## src/rtl/uart_wave_cmd.sv

```systemverilog
// uart_wave_cmd
// UART command receiver that drives a bank of waveform-generator channel
// settings. Bytes arrive on rx (8N1 by default) and are parsed as single
// letter commands, channel-select digits, or 'F' followed by a hex
// frequency word.
//
// Ports
//   clk            in   single clock
//   rst_n          in   synchronous active-low reset
//   rx             in   asynchronous UART input, idle high
//   wave_select    out  3 bits per channel, channel c at [3c+2:3c]
//   white_noise_en out  1 bit per channel
//   freq_word      out  FREQ_W bits per channel, channel c at [FREQ_W*c +: FREQ_W]
//   cmd_valid      out  one-cycle pulse when a command commits
//   cmd_error      out  one-cycle pulse on a rejected byte or command
//
// Build option
//   UART_PARITY_EN  when defined, frames carry an even-parity bit between
//                   the data bits and the stop bit.
//
// Receiver states
//   state     | meaning
//   RX_IDLE   | waiting for a start edge (or for rx high after a framing error)
//   RX_START  | timing to the middle of the start bit
//   RX_DATA   | sampling 8 data bits, LSB first
//   RX_PARITY | sampling the even-parity bit (UART_PARITY_EN only)
//   RX_STOP   | sampling the stop bit, emits byte strobe or error
//
// Parser states
//   state     | meaning
//   P_IDLE    | decoding single-byte commands
//   P_FREQ    | collecting hex digits of a frequency word

module uart_wave_cmd #(
  parameter int                CLK_HZ   = 25000000,
  parameter int                BAUD     = 9600,
  parameter int                NUM_CH   = 2,
  parameter int                FREQ_W   = 16,
  parameter logic [FREQ_W-1:0] FREQ_RST = FREQ_W'(16'h0100)
) (
  input  logic                     clk,
  input  logic                     rst_n,
  input  logic                     rx,
  output logic [3*NUM_CH-1:0]      wave_select,
  output logic [NUM_CH-1:0]        white_noise_en,
  output logic [FREQ_W*NUM_CH-1:0] freq_word,
  output logic                     cmd_valid,
  output logic                     cmd_error
);

  localparam int DIV = CLK_HZ / BAUD;
  localparam int CW  = $clog2(DIV + 1);
  localparam logic [CW-1:0] DIV_M1  = CW'(DIV - 1);
  localparam logic [CW-1:0] HALF_M1 = CW'(DIV / 2 - 1);
  localparam logic [7:0] NUM_CH_B = 8'(NUM_CH);
  localparam logic [7:0] ND_M1    = 8'(FREQ_W / 4 - 1);

  typedef enum logic [2:0] {
    RX_IDLE,
    RX_START,
    RX_DATA,
`ifdef UART_PARITY_EN
    RX_PARITY,
`endif
    RX_STOP
  } rx_state_e;

  typedef enum logic {
    P_IDLE,
    P_FREQ
  } p_state_e;

  // ---------------------------------------------------------------------
  // Input synchronizer
  // ---------------------------------------------------------------------
  logic rx_meta_q, rx_sync_q;

  always_ff @(posedge clk) begin
    if (!rst_n) begin
      rx_meta_q <= 1'b1;
      rx_sync_q <= 1'b1;
    end else begin
      rx_meta_q <= rx;
      rx_sync_q <= rx_meta_q;
    end
  end

  // ---------------------------------------------------------------------
  // Receiver
  // ---------------------------------------------------------------------
  rx_state_e     rx_st_q, rx_st_d;
  logic [CW-1:0] cnt_q, cnt_d;
  logic [2:0]    bit_q, bit_d;
  logic [7:0]    shr_q, shr_d;
  logic          wait_hi_q, wait_hi_d;
  logic          byte_stb;
  logic          rx_err;
`ifdef UART_PARITY_EN
  logic          par_err_q, par_err_d;
`endif

  always_ff @(posedge clk) begin
    if (!rst_n) begin
      rx_st_q   <= RX_IDLE;
      cnt_q     <= '0;
      bit_q     <= '0;
      shr_q     <= '0;
      wait_hi_q <= 1'b0;
`ifdef UART_PARITY_EN
      par_err_q <= 1'b0;
`endif
    end else begin
      rx_st_q   <= rx_st_d;
      cnt_q     <= cnt_d;
      bit_q     <= bit_d;
      shr_q     <= shr_d;
      wait_hi_q <= wait_hi_d;
`ifdef UART_PARITY_EN
      par_err_q <= par_err_d;
`endif
    end
  end

  always_comb begin
    rx_st_d   = rx_st_q;
    cnt_d     = cnt_q;
    bit_d     = bit_q;
    shr_d     = shr_q;
    wait_hi_d = wait_hi_q;
    byte_stb  = 1'b0;
    rx_err    = 1'b0;
`ifdef UART_PARITY_EN
    par_err_d = par_err_q;
`endif
    case (rx_st_q)
      RX_IDLE: begin
        // After a framing error the line may still be low; a start edge is
        // only accepted once the line has been seen idle again.
        if (wait_hi_q) begin
          if (rx_sync_q) wait_hi_d = 1'b0;
        end else if (!rx_sync_q) begin
          rx_st_d = RX_START;
          cnt_d   = HALF_M1;
        end
      end
      RX_START: begin
        if (cnt_q == '0) begin
          if (!rx_sync_q) begin
            rx_st_d = RX_DATA;
            cnt_d   = DIV_M1;
            bit_d   = 3'd0;
          end else begin
            rx_st_d = RX_IDLE;
          end
        end else begin
          cnt_d = cnt_q - CW'(1);
        end
      end
      RX_DATA: begin
        if (cnt_q == '0) begin
          shr_d = {rx_sync_q, shr_q[7:1]};
          cnt_d = DIV_M1;
          if (bit_q == 3'd7) begin
`ifdef UART_PARITY_EN
            rx_st_d = RX_PARITY;
`else
            rx_st_d = RX_STOP;
`endif
          end else begin
            bit_d = bit_q + 3'd1;
          end
        end else begin
          cnt_d = cnt_q - CW'(1);
        end
      end
`ifdef UART_PARITY_EN
      RX_PARITY: begin
        if (cnt_q == '0) begin
          // Even parity: data bits plus parity bit must XOR to zero.
          par_err_d = ^{shr_q, rx_sync_q};
          rx_st_d   = RX_STOP;
          cnt_d     = DIV_M1;
        end else begin
          cnt_d = cnt_q - CW'(1);
        end
      end
`endif
      RX_STOP: begin
        if (cnt_q == '0) begin
          rx_st_d = RX_IDLE;
          if (!rx_sync_q) begin
            rx_err    = 1'b1;
            wait_hi_d = 1'b1;
`ifdef UART_PARITY_EN
          end else if (par_err_q) begin
            rx_err = 1'b1;
`endif
          end else begin
            byte_stb = 1'b1;
          end
        end else begin
          cnt_d = cnt_q - CW'(1);
        end
      end
      default: rx_st_d = RX_IDLE;
    endcase
  end

  // ---------------------------------------------------------------------
  // Command parser
  // ---------------------------------------------------------------------
  function automatic logic [4:0] hex_nib(input logic [7:0] c);
    logic [4:0] r;
    r = 5'b0;
    if (c >= "0" && c <= "9")      r = {1'b1, 4'(c - 8'h30)};
    else if (c >= "A" && c <= "F") r = {1'b1, 4'(c - 8'h37)};
    else if (c >= "a" && c <= "f") r = {1'b1, 4'(c - 8'h57)};
    return r;
  endfunction

  p_state_e                p_st_q, p_st_d;
  logic [7:0]              dcnt_q, dcnt_d;
  logic [FREQ_W-1:0]       acc_q, acc_d;
  logic [3:0]              chan_q, chan_d;
  logic [3*NUM_CH-1:0]     wave_q, wave_d;
  logic [NUM_CH-1:0]       noise_q, noise_d;
  logic [FREQ_W*NUM_CH-1:0] freq_q, freq_d;
  logic                    valid_q, valid_d;
  logic                    error_q, error_d;

  logic [7:0]        rx_byte;
  logic [4:0]        hex;
  logic [FREQ_W-1:0] acc_next;

  assign rx_byte  = shr_q;
  assign hex      = hex_nib(rx_byte);
  assign acc_next = (acc_q << 4) | FREQ_W'(hex[3:0]);

  always_ff @(posedge clk) begin
    if (!rst_n) begin
      p_st_q  <= P_IDLE;
      dcnt_q  <= '0;
      acc_q   <= '0;
      chan_q  <= '0;
      wave_q  <= '0;
      noise_q <= '0;
      freq_q  <= {NUM_CH{FREQ_RST}};
      valid_q <= 1'b0;
      error_q <= 1'b0;
    end else begin
      p_st_q  <= p_st_d;
      dcnt_q  <= dcnt_d;
      acc_q   <= acc_d;
      chan_q  <= chan_d;
      wave_q  <= wave_d;
      noise_q <= noise_d;
      freq_q  <= freq_d;
      valid_q <= valid_d;
      error_q <= error_d;
    end
  end

  always_comb begin
    p_st_d  = p_st_q;
    dcnt_d  = dcnt_q;
    acc_d   = acc_q;
    chan_d  = chan_q;
    wave_d  = wave_q;
    noise_d = noise_q;
    freq_d  = freq_q;
    valid_d = 1'b0;
    error_d = 1'b0;
    // A receiver error discards the byte and leaves any FREQ command open.
    if (rx_err) begin
      error_d = 1'b1;
    end else if (byte_stb) begin
      case (p_st_q)
        P_IDLE: begin
          case (rx_byte)
            "Q": begin wave_d[3*int'(chan_q) +: 3] = 3'b000; valid_d = 1'b1; end
            "S": begin wave_d[3*int'(chan_q) +: 3] = 3'b001; valid_d = 1'b1; end
            "T": begin wave_d[3*int'(chan_q) +: 3] = 3'b010; valid_d = 1'b1; end
            "I": begin wave_d[3*int'(chan_q) +: 3] = 3'b011; valid_d = 1'b1; end
            "W": begin noise_d[chan_q] = 1'b1; valid_d = 1'b1; end
            "w": begin noise_d[chan_q] = 1'b0; valid_d = 1'b1; end
            "F": begin
              p_st_d = P_FREQ;
              dcnt_d = '0;
              acc_d  = '0;
            end
            8'h0D, 8'h0A, 8'h20: ;
            default: begin
              if (rx_byte >= "0" && rx_byte <= "9" && (rx_byte - 8'h30) < NUM_CH_B) begin
                chan_d  = 4'(rx_byte - 8'h30);
                valid_d = 1'b1;
              end else begin
                error_d = 1'b1;
              end
            end
          endcase
        end
        P_FREQ: begin
          if (hex[4]) begin
            acc_d = acc_next;
            if (dcnt_q == ND_M1) begin
              freq_d[FREQ_W*int'(chan_q) +: FREQ_W] = acc_next;
              valid_d = 1'b1;
              p_st_d  = P_IDLE;
            end else begin
              dcnt_d = dcnt_q + 8'd1;
            end
          end else begin
            error_d = 1'b1;
            p_st_d  = P_IDLE;
          end
        end
        default: p_st_d = P_IDLE;
      endcase
    end
  end

  assign wave_select    = wave_q;
  assign white_noise_en = noise_q;
  assign freq_word      = freq_q;
  assign cmd_valid      = valid_q;
  assign cmd_error      = error_q;

endmodule

```

## config.mk

```make
export PLATFORM = sky130hd
export DESIGN_NAME = uart_wave_cmd
export DESIGN_NICKNAME = d
export VERILOG_FILES = /design/src/rtl/uart_wave_cmd.sv
export SDC_FILE = /design/constraint.sdc
export NUM_CORES = 1
export LEC_CHECK = 0
export BUFFER_PORTS_ARGS = -buffer_cell sky130_fd_sc_hd__buf_4
export CORE_ASPECT_RATIO = 1.1
export CORE_UTILIZATION = 59
export CTS_CLUSTER_SIZE = 14
export DETAILED_ROUTE_END_ITERATION = 7
export PLACE_DENSITY = 0.78
export SYNTH_ARGS = -nofsm -noshare
export SYNTH_HDL_FRONTEND = slang
export SYNTH_SLANG_ARGS = --single-unit
export TNS_END_PERCENT = 1
```

## constraint.sdc

```tcl
create_clock -name clk -period 3.1 [get_ports clk]
set_input_delay 0 -clock clk [delete_from_list [all_inputs] [get_ports clk]]
set_output_delay 0 -clock clk [all_outputs]
set_load 0.05 [all_outputs]
```

# Word-level counts from Yosys, hierarchy flattened
# Index checks and enable logic that the tools add are counted.
op_classes:
  mux: 64
  shifts: 7
  n_reduce_logical: 28
  n_mul: 1
  magnitude_cmp: 9
  n_addsub: 8
  n_eq_ne: 29
  bitwise: 9
op_table:
  columns: ["cell", "count"]
  rows:
  - ["$shiftx A3 B33 Y6 const A", 4]
  - ["$mux W12", 8]
  - ["$eq A8 B7 Y1 const B", 7]
  - ["$pmux W12 S4", 1]
  - ["$neg A6 Y33", 1]
  - ["$neg A8 Y33", 1]
  - ["$shift A16 B33 Y32 const A", 1]
  - ["$shift A3 B33 Y6 const A", 1]
  - ["$shiftx A16 B33 Y32", 1]
  - ["$bwmux W32", 1]
  - ["$mux W3", 10]
  - ["$reduce_and A5 Y1", 5]
  - ["$bwmux W6", 4]
  - ["$mux W8", 3]
  - ["$pmux W12 S2", 1]
  - ["$pmux W6 S4", 1]
  - ["$ne A2 B2 Y1 const B", 11]
  - ["$mux W1", 21]
  - ["$eq A8 B4 Y1 const B", 2]
  - ["$ge A8 B7 Y1 const B", 2]
  - ["$le A8 B7 Y1 const B", 2]
  - ["$or A16 B4 Y16", 1]
  - ["$pmux W8 S2", 1]
  - ["$mux W5", 3]
  - ["other kinds (41)", 62]
totals:
  out_inout_bits: 42
  elab_cells: 171
  input_bits: 3
  ff_bits: 96

# Depth between registers and ports, before layout
depth:
  ltp_word: 9
  mapped_depth: 11
  mapped_depth_nobuf: 8

# Worst setup path after synthesis
# OpenSTA, ideal clock, no wires.
synth_timing:
  kind: "register to register"
  start: "register chan_q[0]"
  end: "register freq_q[24], in the netlist freq_word[24]"
  setup_slack_ns: 0.754
  stages_incl_launch_ff: 11
  path_buffers: 3
  setup_ns: 0.129
  period_less_slack_ns: 2.346
  t_required_ns: 2.971
  t_arrival_ns: 2.217
  path_cell_list: "dfxtp_1 > buf_2 > inv_1 > ha_1 > a2111o_1 > and3_1 > a2111o_1 > buf_6 > buf_12 > mux2i_1 > nand2_1"
synth_between:
  elab_chain_len: 3
  elab_cells_between_ends: 4
  cone_classes: "1 x add/sub; 2 x shift; 1 x mux"
synth_rtl:
  columns: ["item", "line_no", "text"]
  rows:
  - ["from (decl)", "224", "logic [3:0] chan_q, chan_d;"]
  - ["from (signal assigned)", "254", "chan_q <= chan_d;"]
  - ["$neg A8 Y33 (*)", "306", "freq_d[FREQ_W*int'(chan_q) +: FREQ_W] = acc_next;"]
  - ["$shiftx A16 B33 Y32 / $shift A16 B33 Y32 (equally long branches)", "306", null]
  - ["$bwmux W32 (*)", "306", null]
  - ["to (signal assigned)", "247", "freq_q <= {NUM_CH{FREQ_RST}};"]
  - ["to (signal assigned)", "257", "freq_q <= freq_d;"]
  - ["to (decl)", "227", "logic [FREQ_W*NUM_CH-1:0] freq_q, freq_d;"]
# Every way passes the cells marked *; elsewhere a longest branch is shown, timed or not.
# A chain may end at the register's enable or synchronous reset.

# Worst setup path in the final report
layout_timing:
  start: "register chan_q[0]"
  end: "register freq_q[8], in the netlist freq_word[8]"
# Same word-level chain as after synthesis.

==> impl_metrics.py <==
metrics = {
    "detailed_routing": {
        "finalWirelength_um": 10790,
        "drt_iter0_drc": 288,
        "routedWlPerCell_um": 15.60,
        "dr.pass1.iters": 5,
        "vias": 4150,
        "ant_nets": 0,
        "via_per_inst": 5.997,
        "drcViolationCount": 0,
    },
    "grt": {
        "grt_max_degree": 48,
        "grt-ovfl-total": 0,
        "grt_pass1_wl_um": 17850,
        "gr-usage-all-layers": 0.2767,
        "first_global_vias": 3764,
        "grt_antenna_before_repair": 0,
    },
    "worst_setup_path": {
        "reg2reg_from": "chan_q[0]$_SDFFE_PN0P_",
        "path_max_fanout": 17,
        "reg2reg_to": "freq_word[8]$_SDFFE_PN1P_",
        "critical_path_depth": 8,
        "path_buf_inv": 0,
        "critical-path-slowest-cell": "dfxtp_1",
        "crit_path_end_kind": "register",
        "slowest_delay_ns": 0.49,
        "startpoint_type": "register",
        "required_ns": 3.33,
        "cpMostUsedCell": "nor3_1",
        "reg2reg_depth": 8,
        "crit_family": "compound AO/OA/AOI/OAI gates",
        "critical_path_class": "register to register",
        "arrival_ns": 2.98,
        "regToRegSetupSlack_ns": 0.35,
        "worstPathCellList": "nor3_1, ha_1, xor3_1, nand3_1, a311oi_1, o2111ai_2, nor3_1, a31oi_1",
    },
    "cts": {
        "clk-insertion-delay-late_ns": 0.37,
        "cts_tree": "yes",
        "cts_max_level": 3,
        "cts_root_buffer": "clkbuf_8",
        "clockBufferDepth": 2,
        "ctsResizeCount": 0,
        "numCtsBuffers": 9,
        "cts.sinks": 95,
        "clk_pin_slew_ns": 0.10,
    },
    "timing": {
        "hold_viol_final": 0,
        "fin_crit_sh": 0.8875,
        "setup_slack_ns": 0.3487,
        "slew_viol_final": 0,
        "slew_headroom": 0.2971,
        "fin_hold_ws_ns": 0.1698,
        "setup_tns_ns": 0,
        "clock_skew_ns": 0.01139,
        "timing.fmax_mhz": 363.5,
        "finalSetupViolCount": 0,
        "rsz0062_at_grt": "no",
        "worst_pin_slew_ns": 1.054,
        "layout_min_cycle_time_ns": 2.751,
    },
    "floorplanning": {
        "ios": 45,
        "initial_core_util": 0.6170,
        "die_x_um": 86.53,
        "fp.dieH_um": 94.98,
        "die_area_um2": 8218,
        "row_count": 33,
        "core_area_um2": 7515,
    },
    "run_status": {
        "outcome": "finished, final reports clean",
    },
    "hold_path": {
        "hold_end": "rx_byte[3]$_SDFFE_PN0P_",
        "hold_depth": 4,
        "hold_path_class": "primary input to register",
        "hp-start": "rst_n",
    },
    "job": {
        "drv_cap": 0,
    },
    "synthesis": {
        "seq_area_frac_synth": 0.4101,
        "synthCells": 547,
        "synth_ff_type": "dfxtp_1",
        "ys_ff_latch": 95,
        "syn-num-nets": 565,
        "syn_area_um2": 4637,
        "ys_async_sr_fraction": 0,
        "avgSynthCellArea_um2": 8.477,
        "yosysWarnings": 0,
        "ys_types": 67,
        "synth_edf_count": 0,
    },
    "placed_design": {
        "dp_hpwl_um": 7485,
        "place_worst_setup_slack_ns": 0.3971,
        "port_buffers": 44,
        "gp_congestion": 0.9302,
    },
    "finish": {
        "antenna_cells": 0,
        "syn_to_final_growth_pct": 12.33,
        "nets": 600,
        "final_layout_size_suffix_gt1_frac": 0.1670,
    },
    "power": {
        "power.density_nw_per_um2": 528.3,
        "power.leakage_nw": 2.088,
        "ir_drop_mv": 0.3668,
    },
}
[area by class of cell]
cell class / count / area (um2)
clock inverter: 7 / 66.31
clock buffer: 9 / 123.9
fill: 647 / 2306
timing repair buffer: 55 / 415.4
tap: 105 / 131.4
inverter: 22 / 82.58
multi-input combinational: 399 / 2487
sequential: 95 / 1902
[kinds of logic (layout without fill, tap and decap cells)]
kind of cell | count (synthesis) | count (layout) | synth area share
and+or+nand+nor | 228 | 228 | 0.2472
xor gates and xnor gates | 4 | 4 | 0.01079
muxes | 20 | 20 | 0.04344
buffers and inverters | 53 | 93 | 0.05478
AOI/OAI and AO/OA | 132 | 132 | 0.1932
adders and majority gates | 15 | 15 | 0.04047
DFF | 95 | 95 | 0.4101
[per-stage QoR]
step	area (um2)	util	total power [mW]	instances
floorplan	4637	-	1.829	547
global placement	5009	0.6665	1.946	675
detailed placement	5009	0.6665	1.961	675
CTS	5209	0.6931	2.739	692
global route	5209	0.6931	2.880	692
finish	5209	0.6931	2.752	692
[cell usage in the layout, fill, tap and decap left out, types with 6 or more instances in the layout]
cell type / n
and3_1: 8
clkbuf_8: 9
nand2_1: 57
o21ai_0: 25
inv_1: 21
a31oi_1: 6
a21oi_1: 36
a22oi_1: 16
nand4_1: 7
nor2_1: 57
ha_1: 15
o21ai_2: 10
nand3_1: 48
mux2i_1: 19
nor3_1: 9
buf_4: 54
dfxtp_1: 95
[flip-flops by register name, summed over array words and instances, names as in the netlist, 2 cells and up, named ones only]
signal / count
rx_st_q: 2
freq_word: 32
cnt_q: 12
chan_q: 4
wave_select: 6
dcnt_q: 8
bit_q: 3
acc_q: 12
rx_byte: 8
[worst max-delay path by stage]
stage / startpoint / endpoint
floorplan: chan_q[0]$_SDFFE_PN0P_ / freq_word[24]$_SDFFE_PN1P_
global placement: chan_q[0]$_SDFFE_PN0P_ / freq_word[24]$_SDFFE_PN1P_
detailed placement: chan_q[0]$_SDFFE_PN0P_ / freq_word[30]$_SDFFE_PN0P_
CTS: chan_q[0]$_SDFFE_PN0P_ / freq_word[23]$_SDFFE_PN0P_
global route: chan_q[0]$_SDFFE_PN0P_ / freq_word[8]$_SDFFE_PN1P_
finish: chan_q[0]$_SDFFE_PN0P_ / freq_word[8]$_SDFFE_PN1P_
[synth_stat cells, types with 4 or more instances]
| cell type | number | share of area |
|---|---|---|
| nand2b_1 | 5 | 0.0067 |
| or4_1 | 4 | 0.0065 |
| a21oi_1 | 36 | 0.039 |
| mux2i_1 | 19 | 0.041 |
| dfxtp_1 | 95 | 0.41 |
| ha_1 | 15 | 0.040 |
| and3_1 | 8 | 0.011 |
| nand3_1 | 48 | 0.052 |
| inv_1 | 21 | 0.017 |
| nand3b_1 | 4 | 0.0065 |
| nand2_1 | 57 | 0.046 |
| nand4_1 | 7 | 0.0094 |
| o21ai_0 | 25 | 0.027 |
| o21ai_2 | 10 | 0.019 |
| a22oi_1 | 16 | 0.026 |
| buf_6 | 4 | 0.0097 |
| nor2b_1 | 4 | 0.0054 |
| nor2_1 | 57 | 0.046 |
| clkbuf_1 | 18 | 0.015 |
| nor3_1 | 9 | 0.0097 |
| a31oi_1 | 6 | 0.0081 |
| nor4_1 | 4 | 0.0054 |
| o31ai_1 | 5 | 0.0081 |
| or3_1 | 5 | 0.0067 |
| buf_2 | 4 | 0.0043 |
[per-layer routing]
| layer | GRT usage | routed length, um |
|---|---|---|
| met5 | 0 | 0 |
| met4 | 0.1333 | 274 |
| met3 | 0.04196 | 561 |
| met2 | 0.4491 | 5044 |
| met1 | 0.3604 | 4915 |
[repair_timing]
action,CTS,global route
endpoints found under the hold margin,1,0
setup endpoints to repair,0,0
hold buffers,1,0
setup buffers,0,0
[worst min-delay path, stage by stage]
cell      delay, ns
buf_4          0.12
clkinv_1       0.06
buf_4          0.25
a21oi_1        0.06
[power by group]
group / switching (mW) / internal [mW]
sequential: 0.0593 / 1.26
combinational: 0.425 / 0.219
clock: 0.479 / 0.310
total: 0.964 / 1.79
Power figures use the tool's default switching activity.
